[src/rtl/biriscv_divider_pkg.sv]
// Shared types and helpers for the biriscv multi-cycle divide unit.
package biriscv_divider_pkg;

  localparam int DATA_W = 32;
  localparam int CNT_W  = 5;

  typedef enum logic [1:0] {
    ST_IDLE,
    ST_CALC,
    ST_DONE
  } div_state_e;

  function automatic logic is_onehot4(input logic [3:0] v);
    return (v != 4'b0000) && ((v & (v - 4'b0001)) == 4'b0000);
  endfunction

  // Two's-complement magnitude; unsigned ops pass the operand through untouched.
  function automatic logic [DATA_W-1:0] magnitude(input logic [DATA_W-1:0] v,
                                                  input logic is_signed);
    return (is_signed && v[DATA_W-1]) ? -v : v;
  endfunction

endpackage

[src/rtl/biriscv_divider.sv]
// RV32M DIV/DIVU/REM/REMU unit: radix-2 restoring divide on magnitudes,
// 32 iteration cycles, sign fix-up at writeback, fast path for divide-by-zero.
module biriscv_divider
  import biriscv_divider_pkg::*;
#(
  parameter int XLEN = 32
) (
  input  logic            clk_i,
  input  logic            rst_i,
  input  logic            opcode_valid_i,
  input  logic            inst_div_i,
  input  logic            inst_divu_i,
  input  logic            inst_rem_i,
  input  logic            inst_remu_i,
  input  logic [XLEN-1:0] operand_ra_i,
  input  logic [XLEN-1:0] operand_rb_i,
  input  logic            flush_i,
  output logic            busy_o,
  output logic            writeback_valid_o,
  output logic [XLEN-1:0] writeback_value_o
);

  div_state_e       state_q, state_d;
  logic [XLEN:0]    remainder_q;
  logic [XLEN-1:0]  quotient_q;
  logic [XLEN-1:0]  divisor_q;
  logic [CNT_W-1:0] count_q;
  logic             is_rem_q;
  logic             neg_quo_q;
  logic             neg_rem_q;

  logic [3:0]       inst_bits;
  logic             accept;
  logic             div_by_zero;
  logic             op_signed;
  logic             op_rem;
  logic [XLEN+1:0]  diff;
  logic             fits;
  logic [XLEN-1:0]  result;

  assign inst_bits   = {inst_remu_i, inst_rem_i, inst_divu_i, inst_div_i};
  assign accept      = opcode_valid_i && is_onehot4(inst_bits) &&
                       (state_q == ST_IDLE) && !flush_i;
  assign div_by_zero = (operand_rb_i == '0);
  assign op_signed   = inst_div_i | inst_rem_i;
  assign op_rem      = inst_rem_i | inst_remu_i;

  // Trial subtract on the shifted {remainder, quotient} pair; the extra top bit is the borrow.
  assign diff = {remainder_q, quotient_q[XLEN-1]} - {2'b00, divisor_q};
  assign fits = ~diff[XLEN+1];

  always_ff @(posedge clk_i) begin
    if (rst_i) state_q <= ST_IDLE;
    else       state_q <= state_d;
  end

  always_comb begin
    state_d = state_q;
    case (state_q)
      ST_IDLE: if (accept) state_d = div_by_zero ? ST_DONE : ST_CALC;
      ST_CALC: if (count_q == '0) state_d = ST_DONE;
      ST_DONE: state_d = ST_IDLE;
      default: state_d = ST_IDLE;
    endcase
    if (flush_i) state_d = ST_IDLE;
  end

  // Divide-by-zero preloads the architectural result with both negate flags clear.
  always_ff @(posedge clk_i) begin
    if (rst_i) begin
      remainder_q <= '0;
      quotient_q  <= '0;
      divisor_q   <= '0;
      count_q     <= '0;
      is_rem_q    <= 1'b0;
      neg_quo_q   <= 1'b0;
      neg_rem_q   <= 1'b0;
    end else if (accept) begin
      is_rem_q <= op_rem;
      if (div_by_zero) begin
        quotient_q  <= '1;
        remainder_q <= {1'b0, operand_ra_i};
        divisor_q   <= '0;
        count_q     <= '0;
        neg_quo_q   <= 1'b0;
        neg_rem_q   <= 1'b0;
      end else begin
        quotient_q  <= magnitude(operand_ra_i, op_signed);
        remainder_q <= '0;
        divisor_q   <= magnitude(operand_rb_i, op_signed);
        count_q     <= CNT_W'(XLEN - 1);
        neg_quo_q   <= op_signed & (operand_ra_i[XLEN-1] ^ operand_rb_i[XLEN-1]);
        neg_rem_q   <= op_signed & operand_ra_i[XLEN-1];
      end
    end else if (state_q == ST_CALC) begin
      quotient_q  <= {quotient_q[XLEN-2:0], fits};
      remainder_q <= fits ? diff[XLEN:0] : {remainder_q[XLEN-1:0], quotient_q[XLEN-1]};
      count_q     <= count_q - 1'b1;
    end
  end

  always_comb begin
    if (is_rem_q) result = neg_rem_q ? -remainder_q[XLEN-1:0] : remainder_q[XLEN-1:0];
    else          result = neg_quo_q ? -quotient_q : quotient_q;
  end

  assign busy_o            = (state_q != ST_IDLE);
  assign writeback_valid_o = (state_q == ST_DONE) && !flush_i;
  assign writeback_value_o = (state_q == ST_DONE) ? result : '0;

endmodule

[config.mk]
export PLATFORM = sky130hd
export DESIGN_NAME = biriscv_divider
export DESIGN_NICKNAME = d
export VERILOG_FILES = /design/src/rtl/biriscv_divider_pkg.sv /design/src/rtl/biriscv_divider.sv
export SDC_FILE = /design/constraint.sdc
export NUM_CORES = 1
export LEC_CHECK = 0
export CAP_MARGIN = 20
export CORE_MARGIN = 2
export CORE_UTILIZATION = 42
export DETAILED_ROUTE_END_ITERATION = 8
export GPL_ROUTABILITY_DRIVEN = 0
export PLACE_DENSITY = 0.61
export SETUP_SLACK_MARGIN = 0.3
export SLEW_MARGIN = 0
export SYNTH_ARGS = -nofsm -noshare
export SYNTH_HDL_FRONTEND = slang
export SYNTH_SLANG_ARGS = --single-unit
[constraint.sdc]
create_clock -name clk_i -period 7 [get_ports clk_i]
set_input_delay 0.7 -clock clk_i [delete_from_list [all_inputs] [get_ports clk_i]]
set_output_delay 0.7 -clock clk_i [all_outputs]
set_load 0.02 [all_outputs]
==> metrics.csv <==
metric,value,unit
Reg-to-Reg Start,remainder_q[0],
post-layout min period,4.33,ns
Layout area overhead,15.5,%
post-synthesis cell count,1251,
initial antenna violation count,0,
"Seq/Total Area, Yosys",22.5,%
relative slew slack,29.6,%
"EDFF count, synth",0,
total gr overflow,0,
Via Count,9175,
"Cell Count, Final, Fillers Out",1592,
Clock Root Buffer,clkbuf_16,
pwr dens,158,nW/um2
H-tree Lvls,3,
total power,1.74,mW
Hold Buf Count CTS,0,
top-area cell type share of the netlist area,22.5,%
share of post-route cells with drive strength above 1,4.59,%
Slew @ Worst Pin,1.06,ns
RSZ-0062 raised after global routing,false,
synth cell count leaders,"nor2_1 (135), a21oi_1 (107), dfxtp_1 (107)",
final wirelength,27600,um
Max Clock Freq,231,MHz
Die Wd,155,um
asr flop ratio synth,0,%
FF-to-FF End,remainder_q[21],
Mapped Area,9520,um2
setup_tns,0,ns
TritonCTS Buffers,9,
Yosys reg bits,107,
Iter 0 DRT Violations,626,
post-CTS setup buffer count,0,
Die ar.,23900,um2
DP Cell Count,1574,
status,completed,
clk slew on worst S/H paths,0.08,ns
DR WL/cell,17.3,um
WHS Path Cells,2,
Slew Limit Fails,0,
hold_sp,divisor_q[31],
Worst IR Drop VDD,0.0000858,V
n_diodes,0,
final worst-path cycle share,61.8,%
most frequent cell after synthesis,nor2_1,
Leak,3.98,nW
Final Hold Viols,0,
PortBufs,105,
vias in the first global route,8290,
"area leader, netlist",dfxtp_1,
standard cell core area,22400,um2
DP Area,10700,um2
largest net degree at the start of global routing,71,
# IOs,106,
Syn Nets,1362,
hpwl dp,20700,um
"Slowest-stage cell, CP",clkdlybuf4s50_1,
CTS tree,built,
Worst-Skew Late Latency,0.36,ns
distinct cell type count after synthesis,83,
predominant post-synthesis flop cell,dfxtp_1,
Min-Delay Endpoint,divisor_q[31],
Worst Setup Start Kind,flop,
initial cell density of the core,42.4,%
worst hold path type,flop to flop,
CP Max Fanout,7,
DR vias/cell,5.76,
Worst setup EP type,output pin,
Layout Nets,1413,
Reg2Reg Setup Slack,3.54,ns
number of gates resized after cts,0,
Rows,55,
first-pass GRT wire length,44400,um
FF-to-FF path depth,11,
clk buf depth,2,
maxcap violations,0,
WP data arrival,3.63,ns
Filler Cell Count,2304,
antenna-violating nets left,0,
DRC Markers,0,
CP cell instances,or4_1 -> nor3_1 -> nand4_1 -> nand2b_1 -> o21ai_0 -> xnor2_1 -> nor2_1 -> a211oi_1 -> clkdlybuf4s50_1,
final clock skew,0.0103,ns
Die H,155,um
WS Path Type,flop to output pin,
fin area,11000,um2
DRT Pass-1 Iters,5,
endpoints failing setup,0,
worst path required time,6.30,ns
syn_area_per_cell,7.61,um2
"slowest stage delay, CP",0.66,ns
"top cells by area, synth","dfxtp_1 (22%), xnor2_1 (8.3%), a21oi_1 (5.6%)",
Synth warnings,0,
Clock Sink Count,107,
Total GRT Usage,22.8,%
[where the power goes]
part           total (mW)  internal [mW]  switching [mW]  leakage (nW)
sequential          0.652          0.629          0.0232         0.868
combinational       0.560          0.243           0.318          2.97
clock               0.531          0.286           0.245         0.145
total                1.74           1.16           0.585          3.98
[per-layer routing]
| metal | part of all wire (%) | global-route usage, % |
|---|---|---|
| met5 | 0 | 0 |
| met3 | 5.3 | 2.55 |
| met2 | 42 | 34.6 |
| met1 | 51 | 34.2 |
| met4 | 1.8 | 5.95 |
[final cells by class]
class / count / area [um2] / share of cell area (%)
Multi-Input combinational cell: 1000 / 6770 / 61.6
Sequential cell: 107 / 2140 / 19.5
Timing Repair Buffer: 119 / 1190 / 10.8
Tap cell: 285 / 357 / 3.24
Inverter: 65 / 244 / 2.22
Clock buffer: 11 / 243 / 2.21
Clock inverter: 5 / 52.6 / 0.478
[critical path, delay by kind of cell, from the launching register on]
family	cells	cell delay [ns]
AO/OA/AOI/OAI	2	0.51
XOR/XNOR	1	0.14
buffers and inverters	1	0.66
flip-flops	1	0.37
AND/OR/NAND/NOR	5	1.58
[cell families after synthesis]
group / Yosys count / share of synthesized area [%]
adders and majority gates: 39 / 5.20
buffers and inverters: 144 / 6.65
xor gates and xnor gates: 141 / 13.0
DFF: 107 / 22.5
AOI/OAI and AO/OA: 422 / 29.9
muxes: 41 / 4.34
and+or+nand+nor: 357 / 18.5
[per-stage QoR]
stage          setup slack [ns]  hold slack (ns)  util [%]
2_1_floorplan              3.59            0.432         -
6_report                   2.67            0.456      49.0
3_3_place_gp               2.99            0.442      47.5
4_1_cts                    2.64            0.457      48.8
5_1_grt                    2.45            0.495      49.0
3_5_place_dp               2.94            0.449      47.5
[sequential cells by signal, summed over array words and instances (netlist names)]
name         count
is_rem_q         1
count_q          5
divisor_q       32
state_q          2
remainder_q     33
neg_rem_q        1
neg_quo_q        1
quotient_q      32
[cell usage in the layout, fill, tap and decap left out, drive strengths merged, types with 5 or more instances in the layout]
| cell | count |
|---|---|
| nand2 | 78 |
| a21o | 20 |
| o22ai | 24 |
| or4 | 13 |
| inv | 65 |
| nand4 | 6 |
| nor3 | 30 |
| a21oi | 107 |
| o41ai | 11 |
| ha | 38 |
| xor2 | 51 |
| nand2b | 12 |
| o31ai | 26 |
| o211ai | 6 |
| o31a | 5 |
| xnor2 | 90 |
| a22oi | 33 |
| nand3 | 20 |
| nor4 | 16 |
| a221oi | 18 |
| o21a | 10 |
| nor2b | 9 |
| a311oi | 5 |
| mux2i | 39 |
| nor2 | 136 |
| or3 | 11 |
| clkdlybuf4s50 | 104 |
| buf | 15 |
| clkbuf | 11 |
| a211oi | 64 |
| o21ai | 55 |
| dfxtp | 107 |
| a31oi | 13 |
[how the worst max path moves through the flow]
stage                    startpoint               endpoint  slack [ns]  cells past startpoint
floorplan            remainder_q[2]  writeback_value_o[30]        3.59                      9
global placement    operand_rb_i[6]        remainder_q[13]        2.99                     11
detailed placement  operand_rb_i[6]        remainder_q[13]        2.94                     11
CTS                   quotient_q[7]  writeback_value_o[30]        2.64                      9
global route          quotient_q[7]  writeback_value_o[31]        2.45                      9
finish                quotient_q[7]  writeback_value_o[30]        2.67                      9
No activity file was read; power rests on OpenSTA's default activity.
